$ cat config.mk
export PLATFORM = sky130hd
export DESIGN_NAME = l1a_smp_tagger
export DESIGN_NICKNAME = d
export VERILOG_FILES = /design/src/rtl/l1a_smp_tagger.sv
export SDC_FILE = /design/constraint.sdc
export NUM_CORES = 1
export LEC_CHECK = 0
export ABC_CLOCK_PERIOD_IN_PS = 6900
export BUFFER_PORTS_ARGS = -buffer_cell sky130_fd_sc_hd__buf_2
export CAP_MARGIN = 20
export CORE_ASPECT_RATIO = 1.2
export CORE_UTILIZATION = 54
export CTS_CLUSTER_SIZE = 30
export DETAILED_ROUTE_END_ITERATION = 10
export PLACE_DENSITY = 0.77
export REMOVE_ABC_BUFFERS = 1
export SYNTH_ARGS = -nofsm -noshare
export SYNTH_HDL_FRONTEND = slang
export SYNTH_SLANG_ARGS = --single-unit
$ cat constraint.sdc
create_clock -name CLK -period 6.9 [get_ports CLK]
set_input_delay 1.38 -clock CLK [delete_from_list [all_inputs] [get_ports CLK]]
set_output_delay 1.38 -clock CLK [all_outputs]
set_load 0.03 [all_outputs]
$ cat src/rtl/l1a_smp_tagger.sv
// Re-times the ADC sample stream by one cycle and tags each sample with L1A counters and readout-window overlap info.
// Optional saturating drop counter on ERRCNT is enabled by defining L1A_TAG_ERRCNT_EN.
module l1a_smp_tagger #(
    parameter int NSLOT = 8
) (
    input  logic        CLK,
    input  logic        RST_RESYNC,
    input  logic        L1A,
    input  logic        L1A_MATCH,
    input  logic        L1A_PHASE,
    input  logic [6:0]  SAMP_MAX,
    input  logic [11:0] DIN,
    input  logic        DIN_VLD,
    output logic [11:0] WDATA,
    output logic        WREN,
    output logic [43:0] L1A_SMP_DATA,
    output logic        L1A_WRT_EN,
    output logic        DROP,
    output logic [7:0]  ERRCNT
);

    localparam int IDXW = (NSLOT > 1) ? $clog2(NSLOT) : 1;

    // Event counters and the single pending (accepted but not yet started) window.
    logic [23:0]     r_l1acnt;
    logic [11:0]     r_l1amcnt;
    logic            r_pend;
    logic            r_pend_phase;
    logic [6:0]      r_pend_smax;
    logic [23:0]     r_pend_l1acnt;
    logic [11:0]     r_pend_l1amcnt;

    // Each slot holds the number of samples still owed to its window after the current one; 0 means free.
    logic [6:0]      r_slot_cnt [NSLOT];

    logic [11:0]     r_wdata;
    logic            r_wren;
    logic [43:0]     r_tag;
    logic            r_drop;

    logic            w_l1a_match;
    logic            w_consume;
    logic            w_pend_keep;
    logic            w_open;
    logic            w_free_found;
    logic [IDXW-1:0] w_free_idx;
    logic [3:0]      w_active_n;
    logic [3:0]      w_n;
    logic [3:0]      w_ovrlap_cnt;
    logic [6:0]      w_smax_eff;
    logic [23:0]     w_l1acnt_nxt;
    logic [11:0]     w_l1amcnt_nxt;
    logic [43:0]     w_tag;
    logic            w_drop_evt;

    assign w_l1a_match   = L1A & L1A_MATCH;
    assign w_consume     = r_pend & DIN_VLD;
    assign w_pend_keep   = r_pend & ~w_consume;
    assign w_smax_eff    = (SAMP_MAX == 7'd0) ? 7'd1 : SAMP_MAX;
    assign w_l1acnt_nxt  = r_l1acnt + 24'd1;
    assign w_l1amcnt_nxt = r_l1amcnt + 12'd1;

    // NOTE: every variable gets a default at the top of always_comb so no path leaves it unassigned (no latch).
    always_comb begin
        w_active_n   = 4'd0;
        w_free_found = 1'b0;
        w_free_idx   = '0;
        for (int i = 0; i < NSLOT; i++) begin
            if (r_slot_cnt[i] != 7'd0) begin
                w_active_n = w_active_n + 4'd1;
            end else if (!w_free_found) begin
                w_free_found = 1'b1;
                w_free_idx   = IDXW'(i);
            end
        end
    end

    // A window that finds no free slot at its start sample is lost.
    assign w_open       = w_consume & w_free_found;
    assign w_n          = w_active_n + {3'd0, w_open};
    assign w_ovrlap_cnt = (w_n == 4'd0) ? 4'd0 : w_n - 4'd1;
    assign w_drop_evt   = (w_consume & ~w_free_found) | (w_l1a_match & w_pend_keep);

    assign w_tag = {(w_n >= 4'd3), (w_n >= 4'd2), (w_open & r_pend_phase), w_open, w_ovrlap_cnt,
                    (w_open ? r_pend_l1amcnt : r_l1amcnt), (w_open ? r_pend_l1acnt : r_l1acnt)};

    // NOTE: sequential state is updated with non-blocking assignments so all registers sample the same pre-edge values.
    always_ff @(posedge CLK or posedge RST_RESYNC) begin
        if (RST_RESYNC) begin
            r_l1acnt       <= '0;
            r_l1amcnt      <= '0;
            r_pend         <= 1'b0;
            r_pend_phase   <= 1'b0;
            r_pend_smax    <= '0;
            r_pend_l1acnt  <= '0;
            r_pend_l1amcnt <= '0;
            r_drop         <= 1'b0;
        end else begin
            if (L1A) r_l1acnt <= w_l1acnt_nxt;
            if (w_l1a_match) r_l1amcnt <= w_l1amcnt_nxt;
            if (w_l1a_match && !w_pend_keep) begin
                r_pend         <= 1'b1;
                r_pend_phase   <= L1A_PHASE;
                r_pend_smax    <= w_smax_eff;
                r_pend_l1acnt  <= w_l1acnt_nxt;
                r_pend_l1amcnt <= w_l1amcnt_nxt;
            end else if (w_consume) begin
                r_pend <= 1'b0;
            end
            if (w_drop_evt) r_drop <= 1'b1;
        end
    end

    // NOTE: the slot array is reset, unlike a data RAM, because "free" must be known after a resync.
    always_ff @(posedge CLK or posedge RST_RESYNC) begin
        if (RST_RESYNC) begin
            for (int i = 0; i < NSLOT; i++) r_slot_cnt[i] <= '0;
        end else begin
            for (int i = 0; i < NSLOT; i++) begin
                if (w_open && (IDXW'(i) == w_free_idx)) begin
                    r_slot_cnt[i] <= r_pend_smax - 7'd1;
                end else if (DIN_VLD && (r_slot_cnt[i] != 7'd0)) begin
                    r_slot_cnt[i] <= r_slot_cnt[i] - 7'd1;
                end
            end
        end
    end

    always_ff @(posedge CLK or posedge RST_RESYNC) begin
        if (RST_RESYNC) begin
            r_wdata <= '0;
            r_wren  <= 1'b0;
            r_tag   <= '0;
        end else begin
            r_wdata <= DIN;
            r_wren  <= DIN_VLD;
            r_tag   <= w_tag;
        end
    end

`ifdef L1A_TAG_ERRCNT_EN
    logic [7:0] r_errcnt;

    always_ff @(posedge CLK or posedge RST_RESYNC) begin
        if (RST_RESYNC) begin
            r_errcnt <= '0;
        end else if (w_drop_evt && (r_errcnt != 8'hFF)) begin
            r_errcnt <= r_errcnt + 8'd1;
        end
    end

    assign ERRCNT = r_errcnt;
`else
    assign ERRCNT = 8'd0;
`endif

    assign WDATA        = r_wdata;
    assign WREN         = r_wren;
    assign L1A_SMP_DATA = r_tag;
    assign L1A_WRT_EN   = r_wren;
    assign DROP         = r_drop;

endmodule

==> results of run 1 <==
-- routing by layer --
metal	vias up	global-route usage, %
li1	3372	-
met1	3440	28.6
met2	146	38.1
met3	41	4.33
met4	0	9.23
met5	-	0
-- through the flow --
step	worst slack (ps)	std cells	instance area, sq um	hold slack, ps
after floorplan	208	883	9450	449
after detailed placement	813	1191	10200	458
final	732	1224	10900	468
after CTS	749	1223	10800	475
after global placement	1030	1191	10200	445
after global routing	377	1224	10900	496
-- final timing paths --
kind / endpoint / slack (ps) / depth (start not counted) / from
max: L1A_SMP_DATA[38]$_DFF_PP0_ / 730 / 25 / r_slot_cnt[49]$_DFFE_PP0P_
min: DROP$_DFFE_PP0P_ / 470 / 1 / DROP$_DFFE_PP0P_
max reg2reg: L1A_SMP_DATA[38]$_DFF_PP0_ / 730 / 25 / r_slot_cnt[49]$_DFFE_PP0P_
min reg2reg: DROP$_DFFE_PP0P_ / 470 / 1 / DROP$_DFFE_PP0P_
max in group asynchronous: r_slot_cnt[11]$_DFFE_PP0P_ / 4620 / 4 / RST_RESYNC
min in group asynchronous: r_pend_l1acnt[18]$_DFFE_PP0P_ / 840 / 2 / RST_RESYNC
-- synth_stat cells (all sizes together) (13+ instances only) --
cell / number / share of area, %
buf: 17 / 1.2
ha: 19 / 2.5
nand3: 31 / 1.6
nor3: 23 / 1.3
nand4: 14 / 0.91
dfrtp: 195 / 51
and3: 13 / 0.84
nand2: 89 / 3.5
o21ai: 54 / 2.8
inv: 27 / 1.1
xnor2: 76 / 7.6
xor2: 21 / 2.1
mux2: 46 / 5.4
clkbuf: 32 / 1.2
o221ai: 15 / 1.4
a21oi: 60 / 3.1
nor2: 75 / 3.1
-- registers in the layout, indices dropped and copies added (netlist names), 7 cells and up --
signal and count:
WDATA 12, r_pend_smax 7, L1A_SMP_DATA 44, r_l1amcnt 12, r_pend_l1amcnt 12, r_l1acnt 24
r_pend_l1acnt 24, r_slot_cnt 56
-- logic make-up (layout without fill, tap and decap cells) --
kind of cell | Yosys count | after routing | share of synthesized area, %
adder cells (fa/ha/maj) | 19 | 19 | 2.46
AO/OA/AOI/OAI | 176 | 176 | 11.2
AND/OR/NAND/NOR | 306 | 306 | 16.1
other | 1 | 8 | 0.0388
XOR/XNOR | 99 | 99 | 10.1
flip-flops | 195 | 195 | 50.5
multiplexers | 51 | 51 | 5.96
buffers and inverters | 78 | 150 | 3.60
-- power by group --
part	total (mW)	internal, mW	switching [mW]	leakage (nW)
registers	1.78	1.50	0.278	2.44
clock network	1.02	0.553	0.465	0.301
logic	2.92	1.27	1.65	2.10
total	5.72	3.32	2.39	4.84
-- final cells by class --
| cell class | instances | area [sq um] | area share [%] |
|---|---|---|---|
| clock inverters | 14 | 184 | 1.69 |
| clock buffers | 18 | 429 | 3.95 |
| multi-input cells | 659 | 4480 | 41.3 |
| repair buffers | 89 | 493 | 4.54 |
| well taps | 220 | 275 | 2.53 |
| flip-flops and latches | 195 | 4880 | 44.9 |
| inverters | 29 | 124 | 1.14 |
-- worst max-delay path, delay by kind of cell (launching register included) --
kind	cells	cell delay (ps)
DFF	1	400
muxes	2	550
and+or+nand+nor	7	1520
xor gates and xnor gates	4	1080
buffers and inverters	3	320
AOI/OAI and AO/OA	4	760
adders and majority gates	5	1420
==> results.toml, run 1 <==
[die]
pin_count = 92
initial_core_util_pct = 55.2
die_h_um = 149
die_area_sq_um = 18400
die_w_um = 124
rows = 53
fp.coreArea_sq_um = 17500

[global_route]
grt_overflow = 0
grt_pass1_vias = 6890
grt_usage_pct = 22.7
grt_pass1_wl_um = 32900
antenna_found_initial = 0
grt_max_degree = 152

[cts]
postCtsHoldBufs = 0
clkSlewWorstSetupHoldPaths_ps = 70
cts.htree.levels = 4
cts_root_buf = "clkbuf_16"
postCtsSetupBuffers = 0
cts_tree = "done"
cts_sinks = 195
cts_made_buffers = 17
clock_path_buffers = 2
ctsResizeCount = 0
clkLatencyLatePin_ps = 440

[detailed_routing]
drt_iter0_drc = 340
wl_per_cell_um = 15.7
antenna_left = 0
routed_wirelength_um = 19200
routed-wl-met2_um = 9810
via_per_inst = 5.72
drt_pass1_iterations = 5
met1_length_um = 8120
top_layer = "met4"
dr_total_vias = 6999
drc = 0
met3_length_um = 765

[setup_path]
cp.arrival_ps = 6480
critPathLaunchType = "flop"
crit_type = "flop to flop"
worst_path_largest_cell_delay_ps = 610
slowest_stage = "or4_1"
cp.required_ps = 7210
critPathCaptureType = "flop"
cp_common_cell = "ha_1"
worstPathMaxFanout = 7

[yosys]
yosysUniqueCellTypes = 78
synth_edf_count = 0
syn_area_per_cell_sq_um = 10.4
seq_area_frac_synth_pct = 50.5
synth-seq-cells = 195
ys.flop_type = "dfrtp_1"
ys_async_sr_fraction_pct = 100
postSynthCellCount = 925
netlist_area_sq_um = 9660
synth_warnings = 0

[power_and_ir_drop]
ir_drop_mv = 0.430
power_density_nw_per_um2 = 526
power_mw = 5.72
leakage_nw = 4.84

[cells_and_area]
diodes = 0
utilization_pct = 62.1
final_common_cell = "dfrtp_1"
nFillCells = 1461
syn_to_final_growth_pct = 12.5
layout_common_cells = "dfrtp_1, nand2_1, buf_2, nor2_1, xnor2_1"
final_layout_size_suffix_gt1_share_pct = 19.4
layout.nets = 1035

[sta]
rsz0062_at_grt = "false"
fmax_mhz = 162
finalSetupTns_ps = 0
setup_viol = 0
period_needed_ps = 6170
worstMarginPinSlew_ps = 1150
maxSlewViolCount = 0
finalCritPeriodShare_pct = 89.4
skew_ps = 11.6
hold_violations = 0
max_slew_margin_pct = 23.0

[job]
cap_violations = 0

[placed_design]
port_buffers = 83
gp_congestion = 0.837
place_hpwl_um = 12600

[worst_hold_path]
hold_path_class = "flop to flop"

[status]
status = "completed"
(Power assumes the default switching activity.)
==> run 2, diff against run 1 <==
- CTS_CLUSTER_SIZE: 30 -> unset
- REMOVE_ABC_BUFFERS: 1 -> unset
==> results.toml, run 2 (synthesis gave the netlist of run 1 again) <==
[status]
status = "completed"

[cells_and_area]
largest_reg_flops = 56
regArea_sq_um = 4880
regMostFlops = "r_slot_cnt"
fin_cells = 1224
layout.nets = 1035
final_layout_size_suffix_gt1_share_pct = 19.4
nFillCells = 1427
fin_area_sq_um = 10800
syn_to_final_growth_pct = 12.3
final_common_cell = "dfrtp_1"
layout_common_cells = "dfrtp_1, nand2_1, buf_2, nor2_1, xnor2_1"
diodes = 0
multi_input_area_sq_um = 4480

[cts]
clock_path_buffers = 2
cts_tree = "done"
postCtsHoldBufs = 0
clkLatencyLatePin_ps = 430
cts.htree.levels = 4
clkSlewWorstSetupHoldPaths_ps = 70
ctsResizeCount = 0
cts_root_buf = "clkbuf_16"
cts_sinks = 195
postCtsSetupBuffers = 0
cts_made_buffers = 17

[detailed_routing]
dr_total_vias = 7105
routed_wirelength_um = 20000
antenna_left = 0
drc = 0
via_per_inst = 5.80
drt_pass1_iterations = 5
drt_iter0_drc = 447
wl_per_cell_um = 16.4

[global_route]
grt_overflow = 0
grt_usage_pct = 23.2
antenna_found_initial = 0
grt_pass1_wl_um = 33500
grt_max_degree = 150
grt_pass1_vias = 6780

[power_and_ir_drop]
p_int_mw = 3.29
ir_drop_mv = 0.301
leakage_nw = 4.82
combPwrFrac_pct = 51.2
p_switching_mw = 2.43
power_density_nw_per_um2 = 528
clockPowerShare_pct = 17.6
pwr-share-seq_pct = 31.2
switching_share_pct = 42.5

[die]
initial_core_util_pct = 55.2
die_area_sq_um = 18400
rows = 53
fp.coreArea_sq_um = 17500
die_h_um = 149
die_w_um = 124
pin_count = 92

[setup_path]
worstPathMaxFanout = 7
crit_type = "flop to flop"
cp.arrival_ps = 6340
critPathLaunchType = "flop"
critPathCaptureType = "flop"
reg2reg_slack_ps = 860
cp.required_ps = 7200

[sta]
worstMarginPinSlew_ps = 1030
period_needed_ps = 6040
rsz0062_at_grt = "false"
fmax_mhz = 166
whs_ps = 468
setup_viol = 0
finalSetupTns_ps = 0
skew_ps = 11.2
max_slew_margin_pct = 30.6
maxSlewViolCount = 0
hold_violations = 0
finalCritPeriodShare_pct = 87.5

[placed_design]
port_buffers = 83
place_area_sq_um = 10200
place_hpwl_um = 13000
dp.cells = 1190
gp_congestion = 0.869

[job]
cap_violations = 0

[worst_hold_path]
hold_path_class = "flop to flop"
## run 2: cell count changes in the layout (fill, tap and decap cells not counted), sizes merged
cell and change:
clkinv -2, clkbuf +1, bufinv -1, clkinvlp +2
## run 2: final timing paths
| kind | start | end | cells after the start |
|---|---|---|---|
| min in group asynchronous | RST_RESYNC | L1A_SMP_DATA[40]$_DFF_PP0_ | 2 |
| hold / removal | DROP$_DFFE_PP0P_ | DROP$_DFFE_PP0P_ | 1 |
| setup reg to reg | r_slot_cnt[49]$_DFFE_PP0P_ | L1A_SMP_DATA[37]$_DFF_PP0_ | 25 |
| setup / recovery | r_slot_cnt[49]$_DFFE_PP0P_ | L1A_SMP_DATA[37]$_DFF_PP0_ | 25 |
| hold reg to reg | DROP$_DFFE_PP0P_ | DROP$_DFFE_PP0P_ | 1 |
| max in group asynchronous | RST_RESYNC | WDATA[10]$_DFF_PP0_ | 4 |
## run 2: cell type report
| class | count | area share [%] |
|---|---|---|
| flip-flops and latches | 195 | 45.0 |
| multi-input cells | 659 | 41.3 |
| repair buffers | 89 | 4.43 |
| clock buffers | 19 | 4.08 |
| well taps | 220 | 2.54 |
| clock inverters | 13 | 1.48 |
| inverters | 29 | 1.14 |
## run 2: metrics by stage
stage / worst slack, ps / util [%] / total power [mW]
after floorplan: 208 / - / 4.15
after global placement: 1030 / 58.3 / 4.60
after detailed placement: 899 / 58.3 / 4.71
after CTS: 878 / 61.8 / 5.75
after global routing: 468 / 62.0 / 6.19
final: 862 / 62.0 / 5.72
## run 2: critical path, cell delays in order (launching register included)
cell and delay (ps):
dfrtp_1 400, inv_1 60, ha_1 170, or3b_1 350, or4_1 580, clkinv_4 120, ha_1 320, xnor2_4 270
ha_1 280, o21a_1 210, xnor2_1 140, mux2i_2 270, inv_1 130, ha_1 350, xnor3_1 380, nor2b_1 140
a221oi_2 240, ha_1 180, mux2_2 150, nand2_1 70, nor2b_1 200, nand2_1 90, or3_1 310, nand3_1 120
xor2_2 260, a31oi_1 120
## run 2: layer usage
| layer | part of all wire, % | GRT usage, % | routed length (um) | vias to the layer above |
|---|---|---|---|---|
| met5 | 0 | 0 | 0 | - |
| met4 | 1.8 | 7.62 | 354 | 0 |
| met3 | 4.6 | 4.56 | 923 | 32 |
| met2 | 50 | 36.9 | 10000 | 173 |
| met1 | 43 | 31.7 | 8690 | 3534 |
| li1 | - | - | - | 3366 |
## run 2: power groups by stage
stage	clock network (mW)	logic, mW	registers (mW)
2_1_floorplan	0	2.28	1.87
3_3_place_gp	0	2.82	1.78
3_5_place_dp	0	2.92	1.80
4_1_cts	1.03	2.94	1.78
5_1_grt	1.07	3.29	1.83
6_report	1.01	2.93	1.79
==> run 3, diff against run 2 <==
- ABC_CLOCK_PERIOD_IN_PS: 6900 -> 5700
- CORE_UTILIZATION: 54 -> 55
- PLACE_DENSITY: 0.77 -> 0.74
- clock period: 6.9 -> 5.7 ns (I/O delays scaled with it)
==> results.toml, run 3 (synthesis gave the netlist of run 1 again) <==
[cts]
cts_root_buf = "clkbuf_16"
clkSlewWorstSetupHoldPaths_ps = 80
cts_sinks = 195
postCtsHoldBufs = 0
clkLatencyLatePin_ps = 440
clock_path_buffers = 2
cts_made_buffers = 17
cts_tree = "done"
cts.htree.levels = 4

[worst_hold_path]
hold_path_class = "flop to flop"
hp-start = "DROP$_DFFE_PP0P_"

[die]
initial_core_util_pct = 56.7
pin_count = 92
fp.coreArea_sq_um = 17000
rows = 52
die_w_um = 123
die_area_sq_um = 18100
die_h_um = 147

[sta]
whs_ps = 479
max_slew_margin_pct = 25.1
maxSlewViolCount = 0
finalCritPeriodShare_pct = 96.2
worst_slack_ps = 219
setup_viol = 0
hold_violations = 0
skew_ps = 15.5
fmax_mhz = 182
worstMarginPinSlew_ps = 1120
period_needed_ps = 5480

[detailed_routing]
via_per_inst = 5.69
dr_total_vias = 7042
antenna_left = 0
drt_iter0_drc = 438
wl_per_cell_um = 15.8
drc = 0
drt_pass1_iterations = 4
routed_wirelength_um = 19600

[setup_path]
cp.arrival_ps = 5790
cp.required_ps = 6000
critPathLaunchType = "flop"
worstPathMaxFanout = 6
crit_path_start = "r_slot_cnt[49]$_DFFE_PP0P_"
crit_type = "flop to flop"
reg2reg_from = "r_slot_cnt[49]$_DFFE_PP0P_"
critPathCaptureType = "flop"

[cells_and_area]
layout.nets = 1053
final_layout_size_suffix_gt1_share_pct = 22.3
final_common_cell = "dfrtp_1"
layout_common_cells = "dfrtp_1, nand2_1, buf_2, nor2_1, xnor2_1"
diodes = 0
syn_to_final_growth_pct = 14.6
regMostFlops = "r_slot_cnt"
largest_reg_flops = 56

[placed_design]
gp_congestion = 0.832
port_buffers = 83
place_hpwl_um = 12900
dp_slack_ps = -39.9

[power_and_ir_drop]
ir_drop_mv = 0.425
power_density_nw_per_um2 = 660
leakage_nw = 4.93

[global_route]
grt_overflow = 0
grt_max_degree = 176
grt_usage_pct = 23.0
grt_pass1_wl_um = 32900
grt_pass1_vias = 6840
antenna_found_initial = 0

[status]
status = "completed"

[job]
cap_violations = 0
==> run 3: per-layer routing <==
layer  part of all wire (%)  track usage (%)  wire [um]  vias up
li1                       -                -          -     3416
met1                     45             30.6       8790     3451
met2                     49             38.0       9690      150
met3                    4.3             4.43        850       25
met4                    1.3             6.75        263        0
met5                      0                0          0        -
==> run 3: cell type report <==
type	count	area, sq um
Fill cell	1348	5980
Sequential cell	195	4880
Multi-Input combinational cell	659	4600
Timing Repair Buffer	107	616
Clock buffer	18	429
Tap cell	216	270
Clock inverter	14	156
Inverter	29	120
==> run 3: power breakdown <==
group	total [mW]	internal (mW)	switching, mW
registers	2.15	1.82	0.331
clock network	1.17	0.590	0.578
logic	3.99	1.78	2.21
==> run 3: path summary, 6_finish.rpt <==
path,endpoint,slack (ps),cells after the start
worst max-delay path,L1A_SMP_DATA[37]$_DFF_PP0_,220,26
worst min-delay path,DROP$_DFFE_PP0P_,480,1
worst max register to register,L1A_SMP_DATA[37]$_DFF_PP0_,220,26
worst min register to register,DROP$_DFFE_PP0P_,480,1
max in group asynchronous,r_l1amcnt[2]$_DFFE_PP0P_,3740,3
min in group asynchronous,WDATA[0]$_DFF_PP0_,720,2
==> run 3: timing repair <==
action	in CTS	in global routing
endpoints found under the hold margin	0	0
setup buffers	0	12
endpoints found under the setup margin	6	6
pin swaps	2	11
resized for setup	1	24
==> run 3: critical path: stages (launching register included) <==
cell and delay [ps]:
dfrtp_1 410, inv_2 80, ha_4 130, or3b_4 370, or4_4 520, buf_6 140
ha_1 160, nor2_1 100, a31oi_1 70, ha_1 300, o21a_1 200, xnor2_1 140
mux2i_2 190, inv_2 90, ha_4 270, xnor3_1 370, nor2b_1 150, a221oi_2 240
ha_1 290, mux2_4 290, nand2_4 80, nor2b_4 40, buf_4 140, a2bb2oi_4 140
nand3_4 100, xor2_4 230, a31oi_1 100
==> run 3: stage by stage <==
stage | total power, mW | area, sq um | TNS, ps | util [%] | instances
after CTS | 6.96 | 10900 | 0 | 63.7 | 1226
after detailed placement | 5.77 | 10300 | -133 | 60.3 | 1194
final | 7.31 | 11100 | 0 | 64.9 | 1238
after floorplan | 5.02 | 9690 | 0 | - | 932
after global routing | 7.90 | 11100 | -137 | 64.9 | 1238
after global placement | 5.67 | 10300 | 0 | 60.3 | 1194
